[config.mk]
export PLATFORM = sky130hd
export DESIGN_NAME = tri_classifier
export DESIGN_NICKNAME = d
export VERILOG_FILES = /design/src/rtl/tri_pkg.sv /design/src/rtl/tri_eval.sv /design/src/rtl/tri_classifier.sv
export SDC_FILE = /design/constraint.sdc
export NUM_CORES = 1
export LEC_CHECK = 0
export BUFFER_PORTS_ARGS = -buffer_cell sky130_fd_sc_hd__clkbuf_2
export CAP_MARGIN = 20
export CORE_UTILIZATION = 59
export DETAILED_ROUTE_END_ITERATION = 8
export PLACE_DENSITY = 0.79
export REMOVE_ABC_BUFFERS = 1
export SYNTH_ARGS = -nofsm -noshare
export SYNTH_HDL_FRONTEND = slang
export SYNTH_SLANG_ARGS = --single-unit
[constraint.sdc]
create_clock -name CLK -period 2.5 [get_ports CLK]
set_clock_uncertainty 0.05 [all_clocks]
set_input_delay 0.5 -clock CLK [delete_from_list [all_inputs] [get_ports CLK]]
set_output_delay 0.5 -clock CLK [all_outputs]
set_load 0.02 [all_outputs]
[src/rtl/tri_pkg.sv]
// Shared constants for the triangle classifier: class codes, FSM encoding and
// width helpers for the pairwise sums and the optional right-angle squares.
package tri_pkg;

  localparam logic [2:0] CLS_NOT_TRI     = 3'd0;
  localparam logic [2:0] CLS_SCALENE     = 3'd1;
  localparam logic [2:0] CLS_ISOSCELES   = 3'd2;
  localparam logic [2:0] CLS_EQUILATERAL = 3'd3;
  localparam logic [2:0] CLS_RIGHT       = 3'd4;

  localparam logic [2:0] ST_IDLE = 3'd0;
  localparam logic [2:0] ST_S1   = 3'd1;
  localparam logic [2:0] ST_S2   = 3'd2;
  localparam logic [2:0] ST_EVAL = 3'd3;
  localparam logic [2:0] ST_WAIT = 3'd4;
  localparam logic [2:0] ST_DONE = 3'd5;

  // One extra bit keeps any pairwise sum of W-bit sides exact.
  function automatic int sum_w(input int w);
    return w + 1;
  endfunction

  function automatic int sq_w(input int w);
    return 2 * w + 1;
  endfunction

endpackage

[src/rtl/tri_eval.sv]
// Combinational classification of three sides into a class code.
// Right-triangle detection is built only when TRI_RIGHT_DETECT_EN is defined.
module tri_eval
  import tri_pkg::*;
#(
  parameter int W = 3
) (
  input  logic [W-1:0] a_i,
  input  logic [W-1:0] b_i,
  input  logic [W-1:0] c_i,
  output logic [2:0]   class_o
);

  localparam int SW = sum_w(W);

  logic [SW-1:0] sumAb, sumAc, sumBc;
  logic          isTri, eqAb, eqBc, eqAc, isEqui, isIso, isRight;

  assign sumAb = SW'(a_i) + SW'(b_i);
  assign sumAc = SW'(a_i) + SW'(c_i);
  assign sumBc = SW'(b_i) + SW'(c_i);

  assign isTri = (sumAb > SW'(c_i)) && (sumAc > SW'(b_i)) && (sumBc > SW'(a_i));

  assign eqAb   = (a_i == b_i);
  assign eqBc   = (b_i == c_i);
  assign eqAc   = (a_i == c_i);
  assign isEqui = eqAb && eqBc;
  assign isIso  = (eqAb || eqBc || eqAc) && !isEqui;

`ifdef TRI_RIGHT_DETECT_EN
  localparam int QW = sq_w(W);

  logic [W-1:0]  sideM, sideP, sideQ;
  logic [QW-1:0] sqLegs, sqHyp;

  // Longest side becomes the hypotenuse candidate; the other two are legs.
  always_comb begin
    sideM = c_i;
    sideP = a_i;
    sideQ = b_i;
    if (a_i >= b_i && a_i >= c_i) begin
      sideM = a_i;
      sideP = b_i;
      sideQ = c_i;
    end else if (b_i >= c_i) begin
      sideM = b_i;
      sideP = a_i;
      sideQ = c_i;
    end
  end

  assign sqLegs  = QW'(sideP) * QW'(sideP) + QW'(sideQ) * QW'(sideQ);
  assign sqHyp   = QW'(sideM) * QW'(sideM);
  assign isRight = (sqLegs == sqHyp);
`else
  assign isRight = 1'b0;
`endif

  always_comb begin
    class_o = CLS_NOT_TRI;
    if (isTri) begin
      if (isEqui)       class_o = CLS_EQUILATERAL;
      else if (isIso)   class_o = CLS_ISOSCELES;
      else if (isRight) class_o = CLS_RIGHT;
      else              class_o = CLS_SCALENE;
    end
  end

endmodule

[src/rtl/tri_classifier.sv]
// Serial three-side triangle classifier with configurable output latency and
// protocol-error pulses. Optional right detection: TRI_RIGHT_DETECT_EN.
module tri_classifier
  import tri_pkg::*;
#(
  parameter int W       = 3,
  parameter int OUT_LAT = 1
) (
  input  logic         CLK,
  input  logic         RST,
  input  logic         IN_VALID,
  input  logic [W-1:0] INPUT,
  output logic         OUT,
  output logic [2:0]   OUT_CLASS,
  output logic         OUT_VALID,
  output logic         BUSY,
  output logic         ERR
);

  localparam int CW = 4;

  logic [2:0]    state_q, state_d;
  logic [W-1:0]  a_q, a_d, b_q, b_d, c_q, c_d;
  logic [CW-1:0] cnt_q, cnt_d;
  logic [2:0]    eval_q, eval_d;
  logic [2:0]    outClass_q, outClass_d;
  logic          outValid_q, outValid_d;
  logic          err_q, err_d;
  logic [2:0]    evalClass;

  tri_eval #(.W(W)) uEval (
    .a_i     (a_q),
    .b_i     (b_q),
    .c_i     (c_q),
    .class_o (evalClass)
  );

  // WAIT lasts OUT_LAT cycles so the strobe lands OUT_LAT+1 edges after side c.
  always_comb begin
    state_d    = state_q;
    a_d        = a_q;
    b_d        = b_q;
    c_d        = c_q;
    cnt_d      = cnt_q;
    eval_d     = eval_q;
    outClass_d = outClass_q;
    outValid_d = 1'b0;
    err_d      = 1'b0;
    case (state_q)
      ST_IDLE, ST_DONE: begin
        if (IN_VALID) begin
          a_d     = INPUT;
          state_d = ST_S1;
        end else begin
          state_d = ST_IDLE;
        end
      end
      ST_S1: begin
        if (IN_VALID) begin
          b_d     = INPUT;
          state_d = ST_S2;
        end else begin
          err_d   = 1'b1;
          state_d = ST_IDLE;
        end
      end
      ST_S2: begin
        if (IN_VALID) begin
          c_d     = INPUT;
          state_d = ST_EVAL;
        end else begin
          err_d   = 1'b1;
          state_d = ST_IDLE;
        end
      end
      ST_EVAL: begin
        err_d   = IN_VALID;
        eval_d  = evalClass;
        cnt_d   = CW'(OUT_LAT - 1);
        state_d = ST_WAIT;
      end
      ST_WAIT: begin
        err_d = IN_VALID;
        if (cnt_q == '0) begin
          outClass_d = eval_q;
          outValid_d = 1'b1;
          state_d    = ST_DONE;
        end else begin
          cnt_d = cnt_q - 1'b1;
        end
      end
      default: state_d = ST_IDLE;
    endcase
  end

  always_ff @(posedge CLK or posedge RST) begin
    if (RST) begin
      state_q    <= ST_IDLE;
      a_q        <= '0;
      b_q        <= '0;
      c_q        <= '0;
      cnt_q      <= '0;
      eval_q     <= CLS_NOT_TRI;
      outClass_q <= CLS_NOT_TRI;
      outValid_q <= 1'b0;
      err_q      <= 1'b0;
    end else begin
      state_q    <= state_d;
      a_q        <= a_d;
      b_q        <= b_d;
      c_q        <= c_d;
      cnt_q      <= cnt_d;
      eval_q     <= eval_d;
      outClass_q <= outClass_d;
      outValid_q <= outValid_d;
      err_q      <= err_d;
    end
  end

  assign OUT       = (outClass_q != CLS_NOT_TRI);
  assign OUT_CLASS = outClass_q;
  assign OUT_VALID = outValid_q;
  assign BUSY      = (state_q == ST_EVAL) || (state_q == ST_WAIT);
  assign ERR       = err_q;

endmodule

==> results.txt <==
----------------------------------------------------
[Critical path]
  Required time worst endpoint ... ~2700 ps
  Startpoint of the most critical register-to-register path ... b_q[0]
  Endpoint type of the worst setup path ... flip-flop
  Setup crit start ... b_q[0]
  Count of cells along the worst register-to-register path ... 10
  Kind of start point of the critical path ... flip-flop
  Critical Setup Path Class ... reg -> reg
  Critical Path AT ... 2500 ps
  Register-to-Register Setup Slack ... approximately 170 ps
  Maximum fanout along the worst path ... 4

[Synthesis]
  Portion of netlist area occupied by mux cells ... between 5 and 6%
  Share of flip-flops with an asynchronous set or reset after synthesis ... 100%
  Post-synthesis average cell area ... 9.46 µm²
  Synthesized-area fraction occupied by and/or/nand/nor cells ... between 10% and 20%
  Fraction of the mapped netlist area in adder cells ... about a fifth
  Synth Register Bits ... 22
  Prevailing post-synth register cell ... dfrtp_1
  Count of warnings emitted by yosys ... 0
  Post-Synthesis Cells ... between 150 and 200
  Number of enable flip-flop cells after synthesis ... 0
  Complex-gate fraction of the synthesized area ... 10.6%
  Parity-gate share of the synthesized area counting xor and xnor cells ... 4.08%
  Count of unique library cells instantiated by Yosys ... 35
  Main combinational cell family by area after synthesis ... adder cells
  Sequential element share of the synthesized area ... between 30% and 40%
  Area of the mapped netlist ... between 1500 and 2000 µm²

[STA]
  WHS ... approximately 270 ps
  Final Hold Viols ... 0
  Slew HR ... between 40% and 50%
  Count of pins over their slew limit ... 0
  Post-route fraction of the period consumed by the critical path ... 93.1%
  RSZ-0062 raised after global routing ... no
  Time the final worst path needs with I/O delays and setup ... approximately 2300 ps
  Final WS setup ... about 170 ps
  Setup violations, final ... 0
  Setup TNS ... 0 ps
  Max Freq ... approximately 430 MHz
  Slew at the pin closest to its max-slew limit ... 829 ps

[Route]
  Count of routing violations after the opening detailed-route iteration ... 14
  DR pass1 iterations ... 4
  Post-route antenna net violation count ... 0
  Vias per cell ... around 5.5
  Number of DRC violations after detailed routing ... 0
  Via Count ... about 1100
  Routed length per instance ... 13.7 µm
  Detailed-route wire length ... roughly 2.7 mm

[Status]
  Result of the run ... finished clean

[Floorplan]
  FP Rows ... 17
  Floorplan die area ... between 2000 and 3000 µm²
  Floorplan core area ... about 2300 µm²
  I/O pin count ... 13
  Floorplan die width ... around 52 µm
  Die height ... about 52 µm
  Initial cell density of the core ... approximately two thirds

[Finish]
  Area taken by flip-flops and latches ... between 500 and 600 µm²
  Area overhead of the layout relative to synthesis ... 6.91%
  Ant diodes ... 0
  Fillers ... 182
  Area of the multi-input gates ... about 840 µm²
  Net count of the finished layout ... 201
  Layout cells sized above 1 ... between 10% and 20%

[Clock network]
  CTS sink count ... 22
  Maximum clock insertion buffer count ... 2
  Latest clock arrival within the worst-skew pair ... 310 ps
  Post-CTS setup repair buffer count ... 0
  Number of hold buffers added after cts ... 0
  Cell at the root of the clock tree ... clkbuf_4
  CTS tree ... built
  Number of buffers created by CTS ... 3
  # resized after CTS ... 0
  Htree depth ... 1
  CTS clock-pin slew for the worst setup and hold paths ... between 100 and 150 ps

[Min path]
  Type of the tightest min-delay check ... in -> async

[Placed design]
  Post-place setup slack ... 199 ps
  Routability Congestion ... about 0.84
  Detailed placer's ending HPWL ... approximately 2.3 mm
  Count of buffers from port buffering ... 11

[GRT]
  Overall Global Routing Usage ... 24.0%
  Global route total overflow ... 0
  Pin count of the biggest net entering global routing ... 23
  Number of antenna violations at the first check in global routing ... 0
  Vias in the first global route ... about 1100
  Global-route wire length before repair ... 4.73 mm

[Job]
  Max-cap check violation count ... 0

----------------------------------------------------
-- cell type report --
type | instances | share of cell area, %
Timing Repair Buffer | 11 | 3.42
Inverter | 23 | 5.37
Sequential cell | 22 | 34.2
Multi-Input combinational cell | 111 | 52.5
Clock buffer | 4 | 2.26
Tap cell | 28 | 2.18
-- state kept, by name, summed over array words and instances (netlist names) --
signal,cells
state_q,3
a_q,3
OUT_CLASS,2
b_q,3
OUT_VALID,1
c_q,3
eval_q,2
ERR,1
cnt_q,4
-- final timing paths --
path,end
max in group asynchronous,c_q[2]
setup reg to reg,eval_q[1]
min in group CLK,c_q[1]
hold / removal,OUT_VALID
setup / recovery,eval_q[1]
hold reg to reg,OUT_CLASS[0]
-- Yosys cell counts, types with 2 or more instances --
| library cell | instances | area (µm²) |
|---|---|---|
| mux2i_1 | 2 | 20.0 |
| xnor2_1 | 4 | 35.0 |
| fa_1 | 3 | 60.1 |
| a211oi_1 | 3 | 22.5 |
| o21ai_1 | 3 | 15.0 |
| o31ai_1 | 2 | 15.0 |
| a21oi_1 | 6 | 30.0 |
| o21ai_0 | 8 | 40.0 |
| nand2b_1 | 3 | 18.8 |
| ha_1 | 20 | 250 |
| nand3_1 | 5 | 25.0 |
| nor3_1 | 5 | 25.0 |
| mux2_1 | 5 | 56.3 |
| inv_2 | 2 | 7.51 |
| dfrtp_1 | 22 | 551 |
| inv_1 | 21 | 78.8 |
| xor2_1 | 3 | 26.3 |
| nand2_1 | 19 | 71.3 |
| nor2_1 | 5 | 18.8 |
| a21o_1 | 3 | 22.5 |
-- cell usage in the layout, fill, tap and decap left out, drive strengths merged --
cell and instances:
inv 23, dfrtp 22, ha 20, nand2 19, clkbuf 15, o21ai 11
a21oi 6, nor2 6, nor3 5, nand3 5, mux2 5, xnor2 4
a211oi 3, a21o 3, nand2b 3, xor2 3, fa 3, o31ai 2
mux2i 2, or2 2, nor3b 2, or3 1, nor2b 1, a21boi 1
or3b 1, o22ai 1, nand3b 1, conb 1
-- metal layers --
layer	GRT usage, %	up-vias	part of all wire, %
met5	0	-	0
met4	5.26	0	0.51
met3	5.22	2	2.8
met2	39.5	16	46
met1	32.2	517	50
li1	-	555	-
-- worst max-delay path, cell delays in order (launching register included) --
cell,delay (ps)
dfrtp_1,430
ha_1,200
inv_1,60
fa_1,480
inv_1,50
ha_1,280
nand3_1,90
o21ai_0,80
o21ai_0,180
nand3_1,130
o31ai_1,210
-- logic make-up after synthesis --
kind of cell    count (synthesis)
compound gates                 27
xor+xnor                        7
fa+ha+maj                      23
buf+inv                        26
flops                          22
mux                             7
other cells                     1
simple gates                   46
-- per-stage QoR --
stage          cells  util [%]  instance area (µm²)
6_report         199      70.0                 1610
5_1_grt          199      70.0                 1610
4_1_cts          199      70.0                 1610
3_5_place_dp     195      68.4                 1570
3_3_place_gp     195      68.4                 1570
2_1_floorplan    156         -                 1480
Power is left out: the tool's default activity adds up to more than one toggle a clock period on the data nets, which glitch-free logic cannot reach.
